[src/rtl/uart_pkg.sv]
// Shared UART definitions: FSM state encoding, parity selectors and line
// levels. The RX side uses the same constants.
package uart_pkg;

  typedef enum logic [2:0] {
    IDLE   = 3'b000,
    START  = 3'b001,
    DATA   = 3'b010,
    PARITY = 3'b011,
    STOP   = 3'b100
  } uart_state_e;

  localparam logic PAR_EVEN  = 1'b0;
  localparam logic PAR_ODD   = 1'b1;
  localparam logic START_BIT = 1'b0;
  localparam logic STOP_BIT  = 1'b1;

  // Parity bit for a word whose XOR-reduction is red_xor.
  function automatic logic parity_of(input logic red_xor, input logic typ);
    return (typ == PAR_ODD) ? ~red_xor : red_xor;
  endfunction

endpackage

[src/rtl/uart_tx_if.sv]
// Producer-side handshake of the UART transmitter: word, parity setup,
// one-cycle valid strobe and the Busy back-pressure flag.
interface uart_tx_if #(parameter int DATA_WIDTH = 8);
  logic [DATA_WIDTH-1:0] P_DATA;
  logic                  Data_Valid;
  logic                  PAR_EN;
  logic                  PAR_TYP;
  logic                  Busy;

  modport master (output P_DATA, Data_Valid, PAR_EN, PAR_TYP, input Busy);
  modport slave  (input P_DATA, Data_Valid, PAR_EN, PAR_TYP, output Busy);
endinterface

[src/rtl/uart_tx_serializer.sv]
// Word latch and bit counter for the transmitter. ser_data is the bit the
// FSM registers onto the line at the coming edge: bit 0 when about to leave
// START, bit_cnt+1 while walking DATA.
module uart_tx_serializer
  import uart_pkg::*;
#(
  parameter int DATA_WIDTH = 8
) (
  input  logic                  CLK,
  input  logic                  RST,
  input  logic                  load,
  input  logic [DATA_WIDTH-1:0] p_data,
  input  logic                  par_en,
  input  logic                  par_typ,
  input  logic                  ser_en,
  output logic                  ser_data,
  output logic                  ser_done,
  output logic                  par_bit,
  output logic                  par_en_q
);

  localparam int CNT_W = (DATA_WIDTH > 1) ? $clog2(DATA_WIDTH) : 1;
  localparam logic [CNT_W-1:0] LAST = CNT_W'(DATA_WIDTH - 1);

  logic [DATA_WIDTH-1:0] data_q;
  logic                  par_typ_q;
  logic [CNT_W-1:0]      bit_cnt;
  logic [CNT_W-1:0]      nxt_idx;

  assign ser_done = ser_en && (bit_cnt == LAST);

  // Capture word and parity setup on acceptance; held for the whole frame.
  always_ff @(posedge CLK or negedge RST) begin
    if (!RST) begin
      data_q    <= '0;
      par_en_q  <= 1'b0;
      par_typ_q <= 1'b0;
    end else if (load) begin
      data_q    <= p_data;
      par_en_q  <= par_en;
      par_typ_q <= par_typ;
    end
  end

  // Index of the data bit currently on the line; clears when DATA ends.
  always_ff @(posedge CLK or negedge RST) begin
    if (!RST)                  bit_cnt <= '0;
    else if (load || ser_done) bit_cnt <= '0;
    else if (ser_en)           bit_cnt <= bit_cnt + 1'b1;
  end

  // Look-ahead index so the registered line output lands on the right bit.
  always_comb begin
    nxt_idx = '0;
    if (ser_en && !ser_done) nxt_idx = bit_cnt + 1'b1;
  end

  assign ser_data = data_q[nxt_idx];
  assign par_bit  = parity_of(^data_q, par_typ_q);

endmodule

[src/rtl/uart_tx.sv]
// UART transmitter, one bit per CLK: start, DATA_WIDTH bits LSB first,
// optional parity, stop. A new word may be accepted in IDLE or in the STOP
// cycle, giving gap-free back-to-back frames.
module uart_tx
  import uart_pkg::*;
#(
  parameter int DATA_WIDTH = 8
) (
  input  logic     CLK,
  input  logic     RST,
  uart_tx_if.slave bus,
  output logic     TX_OUT
);

  uart_state_e state;
  logic        busy_q;
  logic        load;
  logic        ser_en;
  logic        ser_data;
  logic        ser_done;
  logic        par_bit;
  logic        par_en_q;

  assign load     = bus.Data_Valid && ((state == IDLE) || (state == STOP));
  assign ser_en   = (state == DATA);
  assign bus.Busy = busy_q;

  uart_tx_serializer #(.DATA_WIDTH(DATA_WIDTH)) u_ser (
    .CLK      (CLK),
    .RST      (RST),
    .load     (load),
    .p_data   (bus.P_DATA),
    .par_en   (bus.PAR_EN),
    .par_typ  (bus.PAR_TYP),
    .ser_en   (ser_en),
    .ser_data (ser_data),
    .ser_done (ser_done),
    .par_bit  (par_bit),
    .par_en_q (par_en_q)
  );

  // Frame FSM; TX_OUT and Busy are registered alongside the state they belong to.
  always_ff @(posedge CLK or negedge RST) begin
    if (!RST) begin
      state  <= IDLE;
      TX_OUT <= STOP_BIT;
      busy_q <= 1'b0;
    end else begin
      case (state)
        IDLE, STOP: begin
          if (load) begin
            state  <= START;
            TX_OUT <= START_BIT;
            busy_q <= 1'b1;
          end else begin
            state  <= IDLE;
            TX_OUT <= STOP_BIT;
            busy_q <= 1'b0;
          end
        end
        START: begin
          state  <= DATA;
          TX_OUT <= ser_data;
        end
        DATA: begin
          if (!ser_done) begin
            TX_OUT <= ser_data;
          end else if (par_en_q) begin
            state  <= PARITY;
            TX_OUT <= par_bit;
          end else begin
            state  <= STOP;
            TX_OUT <= STOP_BIT;
          end
        end
        PARITY: begin
          state  <= STOP;
          TX_OUT <= STOP_BIT;
        end
        default: begin
          state  <= IDLE;
          TX_OUT <= STOP_BIT;
          busy_q <= 1'b0;
        end
      endcase
    end
  end

endmodule

[src/flat_wrapper.sv]
// flat-port wrapper written by rule: the top's interface ports become plain ports
module uart_tx_flat import uart_pkg::*;
#(
  parameter int DATA_WIDTH = 8
)
  (CLK, RST, TX_OUT, bus_P_DATA, bus_Data_Valid, bus_PAR_EN, bus_PAR_TYP, bus_Busy);
  uart_tx_if #(.DATA_WIDTH(DATA_WIDTH)) bus_i ();
  input  logic CLK;
  input  logic RST;
  output logic TX_OUT;
  input wire logic [$bits(bus_i.P_DATA)-1:0] bus_P_DATA;
  input wire logic [$bits(bus_i.Data_Valid)-1:0] bus_Data_Valid;
  input wire logic [$bits(bus_i.PAR_EN)-1:0] bus_PAR_EN;
  input wire logic [$bits(bus_i.PAR_TYP)-1:0] bus_PAR_TYP;
  output wire logic [$bits(bus_i.Busy)-1:0] bus_Busy;
  assign bus_i.P_DATA = bus_P_DATA;
  assign bus_i.Data_Valid = bus_Data_Valid;
  assign bus_i.PAR_EN = bus_PAR_EN;
  assign bus_i.PAR_TYP = bus_PAR_TYP;
  assign bus_Busy = bus_i.Busy;
  uart_tx #(.DATA_WIDTH(DATA_WIDTH)) u_core (.CLK(CLK), .RST(RST), .bus(bus_i), .TX_OUT(TX_OUT));
endmodule
[config.mk]
export PLATFORM = sky130hd
export DESIGN_NAME = uart_tx_flat
export DESIGN_NICKNAME = d
export VERILOG_FILES = /design/src/rtl/uart_pkg.sv /design/src/rtl/uart_tx_if.sv /design/src/rtl/uart_tx_serializer.sv /design/src/rtl/uart_tx.sv /design/src/flat_wrapper.sv
export SDC_FILE = /design/constraint.sdc
export NUM_CORES = 1
export LEC_CHECK = 0
export CAP_MARGIN = 15
export CORE_MARGIN = 1
export CORE_UTILIZATION = 51
export CTS_CLUSTER_SIZE = 12
export DETAILED_ROUTE_END_ITERATION = 7
export GPL_TIMING_DRIVEN = 0
export PLACE_DENSITY = 0.76
export SLEW_MARGIN = 10
export SYNTH_ARGS = -nofsm -noshare
export SYNTH_HDL_FRONTEND = slang
export SYNTH_HIERARCHICAL = 1
export SYNTH_SLANG_ARGS = --single-unit
[constraint.sdc]
create_clock -name CLK -period 2.3 [get_ports CLK]
set_input_delay 0.46 -clock CLK [delete_from_list [all_inputs] [get_ports CLK]]
set_output_delay 0.46 -clock CLK [all_outputs]
set_load 0.01 [all_outputs]
# --- Word-level counts from Yosys, hierarchy flattened ---
# Index checks and enable logic that the tools add are counted.
word_totals:
  ff_bits: 18
  inputBits: 13
  output_inout_bits: 2
  wordCells: 43
classes:
  add_sub_neg: 1
  n_lt_le_gt_ge: 1
  eq_ne: 6
  mux: 16
  bitwise: 1
  n_reduce_logical: 11
op_table:
  columns: ["op", "n"]
  rows:
  - ["3-bit 2-to-1 mux", 5]
  - ["3-bit case mux with 4 select lines", 1]
  - ["8-bit parity", 1]
  - ["1-bit 2-to-1 mux", 7]
  - ["3-bit by 2-bit == test with 1-bit output (second input constant)", 2]
  - ["3-bit == test (second input constant)", 2]
  - ["3-bit by 4-bit less-than comparator with 1-bit output (second input constant)", 1]
  - ["3-bit by 1-bit adder with 3-bit output (second input constant)", 1]
  - ["1-bit binary-select mux with 3-bit select", 1]
  - ["3-bit by 1-bit == test with 1-bit output (second input constant)", 1]
  - ["1-bit logical AND", 3]
  - ["3-bit logical NOT", 1]
  - ["1-bit case mux with 3 select lines", 1]
  - ["3-bit OR reduction", 1]
  - ["1-bit logical OR", 2]
  - ["2-bit by 1-bit inequality test with 1-bit output (second input constant)", 1]
  - ["1-bit case mux with 2 select lines", 1]
  - ["2-bit nonzero test", 1]
  - ["2-bit OR reduction", 1]
  - ["1-bit logical NOT", 1]
  - ["1-bit NOT", 1]

# --- Longest topological paths before layout ---
# Gate-level depths: netlist (run 1).
logic_depth:
  depth_word: 9
  ltp_mapped: 6
  mapped_depth_nobuf: 6

# --- Hierarchy ---
# Netlist (run 1), hierarchy kept.
modules_own_cells:
  columns: ["mod", "instances", "cells_each", "area_per_inst_um2", "seq_area_each_um2"]
  rows:
  - ["uart_tx_serializer", 1, 54, 695.7, 325.3]
  - ["uart_tx", 1, 26, 257.7, 126.4]

# --- Worst setup path after synthesis (run 1) ---
# No wires, ideal clock.
synth_timing:
  path_type: "reg-to-reg"
  start: "register u_core.u_ser.bit_cnt[0]"
  end: "register u_core.TX_OUT"
  setup_time_ns: 0.080
  arrival_time_ns: 1.714
  required_time_ns: 2.220
  path_slack_ns: 0.506
  stages_incl_launch_ff: 7
  n_path_buf: 0
  period_less_slack_ns: 1.794
  cell_sequence: "dfrtp_1 > ha_1 > ha_1 > or4b_1 > a21oi_1 > o22ai_1 > a32o_1"
synth_via:
  elab_chain_cells: 9
  word_cells_on_any_way: 10
  classes_between: "1 x add/sub; 1 x eq/ne; 5 x mux; 3 x reduce/logical"
synth_rtl:
  columns: ["item", "line_no", "text"]
  rows:
  - ["start: declaration", "uart_tx_serializer.sv:27", "logic [CNT_W-1:0] bit_cnt;"]
  - ["start signal: assignment", "uart_tx_serializer.sv:49", "else if (ser_en) bit_cnt <= bit_cnt + 1'b1;"]
  - ["branches (longest 4 deep; another with 3-bit by 1-bit adder with 3-bit output)", null, null]
  - ["3-bit 2-to-1 mux (*)", "uart_tx_serializer.sv:55", "if (ser_en && !ser_done) nxt_idx = bit_cnt + 1'b1;"]
  - ["1-bit binary-select mux with 3-bit select (*)", "uart_tx_serializer.sv:58", "assign ser_data = data_q[nxt_idx];"]
  - ["1-bit 2-to-1 mux (not written as such) (*)", "uart_tx_serializer.sv:58", null]
  - ["named net u_core.ser_data", "uart_tx.sv:19", "logic ser_data;"]
  - ["1-bit 2-to-1 mux", "uart_tx.sv:66", "if (!ser_done) begin"]
  - ["1-bit case mux with 3 select lines (*)", "uart_tx.sv:49", "case (state)"]
  - ["end signal: assignment", "uart_tx.sv:63", "TX_OUT <= ser_data;"]
  - ["end signal: assignment", "uart_tx.sv:67", "TX_OUT <= ser_data;"]
  - ["end signal: assignment", "uart_tx.sv:70", "TX_OUT <= par_bit;"]
  - ["end: declaration", "uart_tx.sv:12", "output logic TX_OUT"]
# Mark *: on every way through the listed nets, which the timed path passes. The select of a mux whose other input is x is not followed.
# A chain may end at the register's enable or synchronous reset.

# --- Worst setup path in the final report (run 1) ---
layout_timing:
  start: "register u_core.state[0]"
  end: "register u_core.TX_OUT"
layout_via:
  elab_chain_cells: 9
  word_cells_on_any_way: 16
  classes_between: "3 x eq/ne; 6 x mux; 7 x reduce/logical"
layout_rtl:
  columns: ["item", "line_no", "text"]
  rows:
  - ["start: declaration", "uart_tx.sv:15", "uart_state_e state;"]
  - ["start signal: assignment", "uart_tx.sv:45", "state <= IDLE;"]
  - ["start signal: assignment", "uart_tx.sv:52", "state <= START;"]
  - ["start signal: assignment", "uart_tx.sv:56", "state <= IDLE;"]
  - ["3-bit by 2-bit == test with 1-bit output (*)", "uart_tx.sv:25", "assign ser_en = (state == DATA);"]
  - ["named net u_core.ser_en", "uart_tx.sv:18", "logic ser_en;"]
  - ["1-bit logical AND", "uart_tx_serializer.sv:30", "assign ser_done = ser_en && (bit_cnt == LAST);"]
  - ["1-bit logical NOT", null, null]
  - ["1-bit logical AND (*)", "uart_tx_serializer.sv:55", null]
  - ["3-bit 2-to-1 mux (*)", "uart_tx_serializer.sv:55", null]
  - ["1-bit binary-select mux with 3-bit select (*)", "uart_tx_serializer.sv:58", null]
  - ["1-bit 2-to-1 mux (not written as such) (*)", "uart_tx_serializer.sv:58", null]
  - ["named net u_core.ser_data", "uart_tx.sv:19", null]
  - ["1-bit 2-to-1 mux", "uart_tx.sv:66", null]
  - ["1-bit case mux with 3 select lines (*)", "uart_tx.sv:49", null]
# The timed path passes the listed nets; every way through them passes the cells marked *. The select of a mux whose other input is x is not followed.

==> impl_metrics.tcl, run 1 <==
set metrics [dict create \
    setup_ws_ns 0.3358 \
    synthTopCellsByArea "dfrtp_1, mux2_2, xnor2_1, a21oi_1, mux2i_1" \
    skew_ns 0.002100 \
    grt_max_degree 19 \
    synth.top_cell.area_share_pct 44.62 \
    worstPathCellList "nand2b_1 -> nor2_1 -> or4b_1 -> a21oi_1 -> o22ai_1 -> a32o_1" \
    hold_path_depth 1 \
    fin_nets 114 \
    antenna_found_initial 0 \
    crit_arrival_ns 2.20 \
    cts_tree "built" \
    htreeDepth 1 \
    overflow 0 \
    hold_viol 0 \
    core_mm2 0.001745 \
    clk_latency_ns 0.29 \
    ff_latch_area_um2 451.7 \
    status "complete, no violations" \
    rsz0062_at_grt "false" \
    fin_crit_ns 1.964 \
    cts_made_buffers 3 \
    max_slew_margin_pct 46.30 \
    netlist_instances 80 \
    crit_buf_inv 0 \
    slew_violations 0 \
    crit_family "simple AND/OR/NAND/NOR gates" \
    ff2ff_setup_slack_ns 0.34 \
    io_pins 15 \
    critical_path_class "reg2reg" \
    min_from "u_core/state[0]$_DFFE_PN0P_" \
    max_clock_freq_ghz 0.5091 \
    routed_wl_mm 1.683 \
    drc 0 \
    ys_async_sr_fraction_pct 100.0 \
    viasPerCell 5.423 \
    crit_slowest_cell "or4b_1" \
    final.period_utilization_pct 85.40 \
    yosys_register_bits 18 \
    setup_tns_ns 0 \
    wl_per_cell_um 13.68 \
    antenna_left 0 \
    end_kind "flip-flop" \
    start_util_pct 54.62 \
    hpwl_mm 1.300 \
    worstPathMaxFanout 6 \
    grt_pass1_wl_mm 2.808 \
    layout-drive-gt1-share_pct 19.39 \
    vdd_ir_drop_max_mv 1.016 \
    fill_cells 144 \
    num_vias 667 \
    synthTopCellsByCount "dfrtp_1, mux2_2, a21oi_1" \
    drv_cap 0 \
    row_count 15 \
    firstDrtPassIters 2 \
    setup-violations-final 0 \
    worstPathRequired_ns 2.53 \
    clk_pin_slew_ns 0.10 \
    cts_hold_buf 0 \
    die_h_um 45.24 \
    dieWidth_um 45.24 \
    syn_to_final_growth_pct 20.73 \
    post_cts_buffers 0 \
    synth_warnings 6 \
    port-buffer-count 14 \
    syn_nets 95 \
    synth_seq_area_share_pct 47.38 \
    ctsRootBufferMaster "clkbuf_4" \
    p_leak_nw 0.4932 \
    gp_congestion 0.8072 \
    track_usage_pct 19.19 \
    syn_area_um2 953.4 \
    numClockSinks 18 \
    yosysMostFrequentCell "dfrtp_1" \
    hold_path_class "reg2reg" \
    rr_worst_depth 6 \
    multi_input_area_um2 470.5 \
    regToRegStartpoint "u_core/state[0]$_DFFE_PN0P_" \
    grt_pass1_vias 658 \
    clockBufferDepth 2 \
    ctsResizeCount 0 \
    insertedDiodeCount 0 \
    holdPathEnd "u_core/state[0]$_DFFE_PN0P_" \
    synth_edf_count 0 \
    start_kind "flip-flop" \
    place_worst_setup_slack_ns 0.05085 \
    timing.rr.end "u_core/TX_OUT$_DFF_PN1_" \
    p_per_area_mw_per_mm2 1421 \
    dieArea_mm2 0.002046 \
    synth_top_area_cell "dfrtp_1" \
    cp_slowest_stage_delay_ns 0.48 \
    syn_area_per_cell_um2 11.92 \
    worst_pin_slew_ns 0.8030 \
    yosys.cell_types.count 33 \
    ys.flop_type "dfrtp_1" \
    drt-initial-drc-count 7 \
]
layer usage:
metal / share of wire (%) / global-route usage, % / wire length [um]
met3: 2.0 / 2.400 / 33
met5: 0 / 0 / 0
met1: 47 / 24.74 / 786
met2: 50 / 32.75 / 839
met4: 1.4 / 7.273 / 23
per-stage QoR:
step           utilization (%)  hold WS (ns)  instance area [um^2]  std cells  power (W)
3_3_place_gp             64.44        0.4983                  1125        119   0.001439
4_1_cts                  65.95        0.5321                  1151        123   0.001647
3_5_place_dp             64.44        0.5157                  1125        119   0.001481
6_report                 65.95        0.5326                  1151        123   0.001636
5_1_grt                  65.95        0.5607                  1151        123   0.001746
2_1_floorplan                -        0.1644                 953.4         80   0.001283
report_power, final:
part	internal, W	switching, W	total, W
clock network	0.0000675	0.0000955	0.000163
registers	0.000471	0.000139	0.000610
logic	0.000534	0.000329	0.000863
total	0.00107	0.000563	0.00164
cells by family after synthesis:
logic type      count (synthesis)  share of synthesized area [%]
xor+xnor                        7                          7.874
buf+inv                         6                          3.280
flops                          18                          47.38
fa+ha+maj                       2                          2.624
compound gates                 15                          10.50
simple gates                   18                          12.21
mux                            14                          16.14
worst max path at each step:
stage                                   startpoint                                 end  slack [ns]  cells past startpoint
2_1_floorplan  u_core/u_ser/bit_cnt[0]$_DFFE_PN0P_             u_core/TX_OUT$_DFF_PN1_        0.51                      6
3_3_place_gp                        bus_Data_Valid   u_core/u_ser/par_en_q$_DFFE_PN0P_        0.09                      5
3_5_place_dp                        bus_Data_Valid  u_core/u_ser/data_q[7]$_DFFE_PN0P_        0.05                      5
4_1_cts                u_core/state[0]$_DFFE_PN0P_             u_core/TX_OUT$_DFF_PN1_        0.36                      6
5_1_grt                u_core/state[0]$_DFFE_PN0P_             u_core/TX_OUT$_DFF_PN1_        0.20                      6
6_report               u_core/state[0]$_DFFE_PN0P_             u_core/TX_OUT$_DFF_PN1_        0.34                      6
registers in the layout (all words and copies together), names as in the netlist:
register / cells
u_core/u_ser/bit_cnt: 3
u_core/u_ser/par_typ_q: 1
u_core/TX_OUT: 1
u_core/state: 3
u_core/u_ser/par_en_q: 1
u_core/bus.Busy: 1
u_core/u_ser/data_q: 8
cell usage in the layout, fill, tap and decap left out, drive strengths merged, types with 2 or more instances in the layout:
master          n
clkbuf          4
nand2b          3
clkdlybuf4s50  14
nand2           3
mux2i           3
nand3b          2
mux2           11
xnor2           5
a21oi           6
dfrtp          17
inv             4
buf             2
or2b            2
nor2            2
ha              2
area by class of cell:
type,instances,share of cell area [%]
Clock buffer,4,2.283
Multi-Input combinational cell,56,40.87
Buffer,2,1.413
Inverter,4,1.304
Tap cell,25,2.717
Sequential cell,18,39.24
Timing Repair Buffer,14,12.17
Note: power is estimated with default switching activity, not from simulation.
==> run 2, diff against run 1 <==
- GPL_ROUTABILITY_DRIVEN: default -> 0
- REMOVE_ABC_BUFFERS: default -> 1
==> run 2 against run 1 <==
Cell area shrank 1.4%. Critical endpoint unchanged. Total power shrank 3.0%. Die area unchanged.
==> impl_metrics.tcl, run 2 (synthesized netlist as in run 1, its figures left out) <==
set metrics [dict create \
    status "complete, no violations" \
    vdd_ir_drop_max_mv 0.7437 \
    rsz0062_at_grt "false" \
    p_per_area_mw_per_mm2 1399 \
    cts_made_buffers 3 \
    skew_ns 0.008683 \
    crit_arrival_ns 2.28 \
    mostFrequentLayoutCell "dfrtp_1" \
    hpwl_mm 1.224 \
    drv_cap 0 \
    hold_ws_ns 0.5265 \
    post_cts_buffers 0 \
    antenna_found_initial 0 \
    slew_violations 0 \
    worstPathMaxFanout 7 \
    antenna_left 0 \
    core_mm2 0.001745 \
    grt_pass1_wl_mm 2.815 \
    largest_register_ffs 8 \
    setup_ws_ns 0.2302 \
    hold_path_class "reg2reg" \
    layout-drive-gt1-share_pct 17.71 \
    worstPathRequired_ns 2.51 \
    clk_pin_slew_ns 0.10 \
    drt-initial-drc-count 6 \
    firstDrtPassIters 4 \
    final_area_mm2 0.001135 \
    cts_tree "built" \
    max_clock_freq_ghz 0.4831 \
    insertedDiodeCount 0 \
    clockBufferDepth 2 \
    worst_pin_slew_ns 0.7910 \
    total_power_w 0.001588 \
    max_slew_margin_pct 47.10 \
    dieArea_mm2 0.002046 \
    numClockSinks 18 \
    start_util_pct 54.62 \
    port-buffer-count 14 \
    fill_cells 141 \
    start_kind "flip-flop" \
    routed_wl_mm 1.580 \
    placed_area_mm2 0.001109 \
    wl_per_cell_um 13.06 \
    syn_to_final_growth_pct 19.03 \
    num_vias 649 \
    place_worst_setup_slack_ns 0.07052 \
    clk_latency_ns 0.28 \
    reg_top3 "u_core/u_ser/data_q x8, u_core/state x3, u_core/u_ser/bit_cnt x3" \
    setup-violations-final 0 \
    layout.cells.most_common_list "dfrtp_1, clkdlybuf4s50_1, mux2_2, a21oi_1, xnor2_1" \
    top_register "u_core/u_ser/data_q" \
    io_pins 15 \
    ff_latch_area_um2 451.7 \
    ctsRootBufferMaster "clkbuf_4" \
    multi_input_area_um2 470.5 \
    final.period_utilization_pct 89.99 \
    dieWidth_um 45.24 \
    track_usage_pct 18.82 \
    grt_pass1_vias 679 \
    htreeDepth 1 \
    fin_crit_ns 2.070 \
    fin_nets 112 \
    die_h_um 45.24 \
    p_leak_nw 0.4823 \
    row_count 15 \
    viasPerCell 5.364 \
    critical_path_class "reg2reg" \
    hold_viol 0 \
    setup_tns_ns 0 \
    drc 0 \
    cts_hold_buf 0 \
    overflow 0 \
    grt_max_degree 19 \
    end_kind "flip-flop" \
    ctsResizeCount 0 \
]
## run 2: worst paths after layout
check	startpoint	endpoint	slack (ns)	cells past startpoint
setup / recovery	u_core/u_ser/bit_cnt[0]$_DFFE_PN0P_	u_core/TX_OUT$_DFF_PN1_	0.23	6
hold / removal	u_core/state[0]$_DFFE_PN0P_	u_core/state[0]$_DFFE_PN0P_	0.53	1
setup reg to reg	u_core/u_ser/bit_cnt[0]$_DFFE_PN0P_	u_core/TX_OUT$_DFF_PN1_	0.23	6
hold reg to reg	u_core/state[0]$_DFFE_PN0P_	u_core/state[0]$_DFFE_PN0P_	0.53	1
max in group asynchronous	RST	u_core/state[1]$_DFFE_PN0P_	1.18	1
min in group asynchronous	RST	u_core/u_ser/bit_cnt[0]$_DFFE_PN0P_	0.62	1
## run 2: per-layer routing
metal  vias to the layer above  GRT usage [%]  routed length, um
met2                        11          32.46                788
met3                         2          2.400                 51
met4                         0          7.273                 12
li1                        319              -                  -
met1                       317          23.85                728
met5                         -              0                  0
## run 2: critical path, stage by stage (launching register included)
cell and delay (ns):
dfrtp_1 0.50, ha_1 0.25, ha_1 0.22, or4b_1 0.53
a21oi_1 0.15, o22ai_1 0.10, a32o_1 0.25
## run 2: power by group
group          internal [W]  switching [W]  total [W]
combinational      0.000515       0.000293   0.000808
clock             0.0000672      0.0000892   0.000156
sequential         0.000471       0.000153   0.000624
total               0.00105       0.000535    0.00159
## run 2: area by class of cell
| type | count | share of cell area, % |
|---|---|---|
| Multi-Input combinational cell | 56 | 41.46 |
| Sequential cell | 18 | 39.80 |
| Timing Repair Buffer | 14 | 12.35 |
| Tap cell | 25 | 2.756 |
| Clock buffer | 4 | 2.315 |
| Inverter | 4 | 1.323 |
## run 2: through the flow
stage / utilization, % / std cells
after floorplan: - / 78
after global placement: 63.51 / 117
after detailed placement: 63.51 / 117
after CTS: 65.02 / 121
after global routing: 65.02 / 121
final: 65.02 / 121
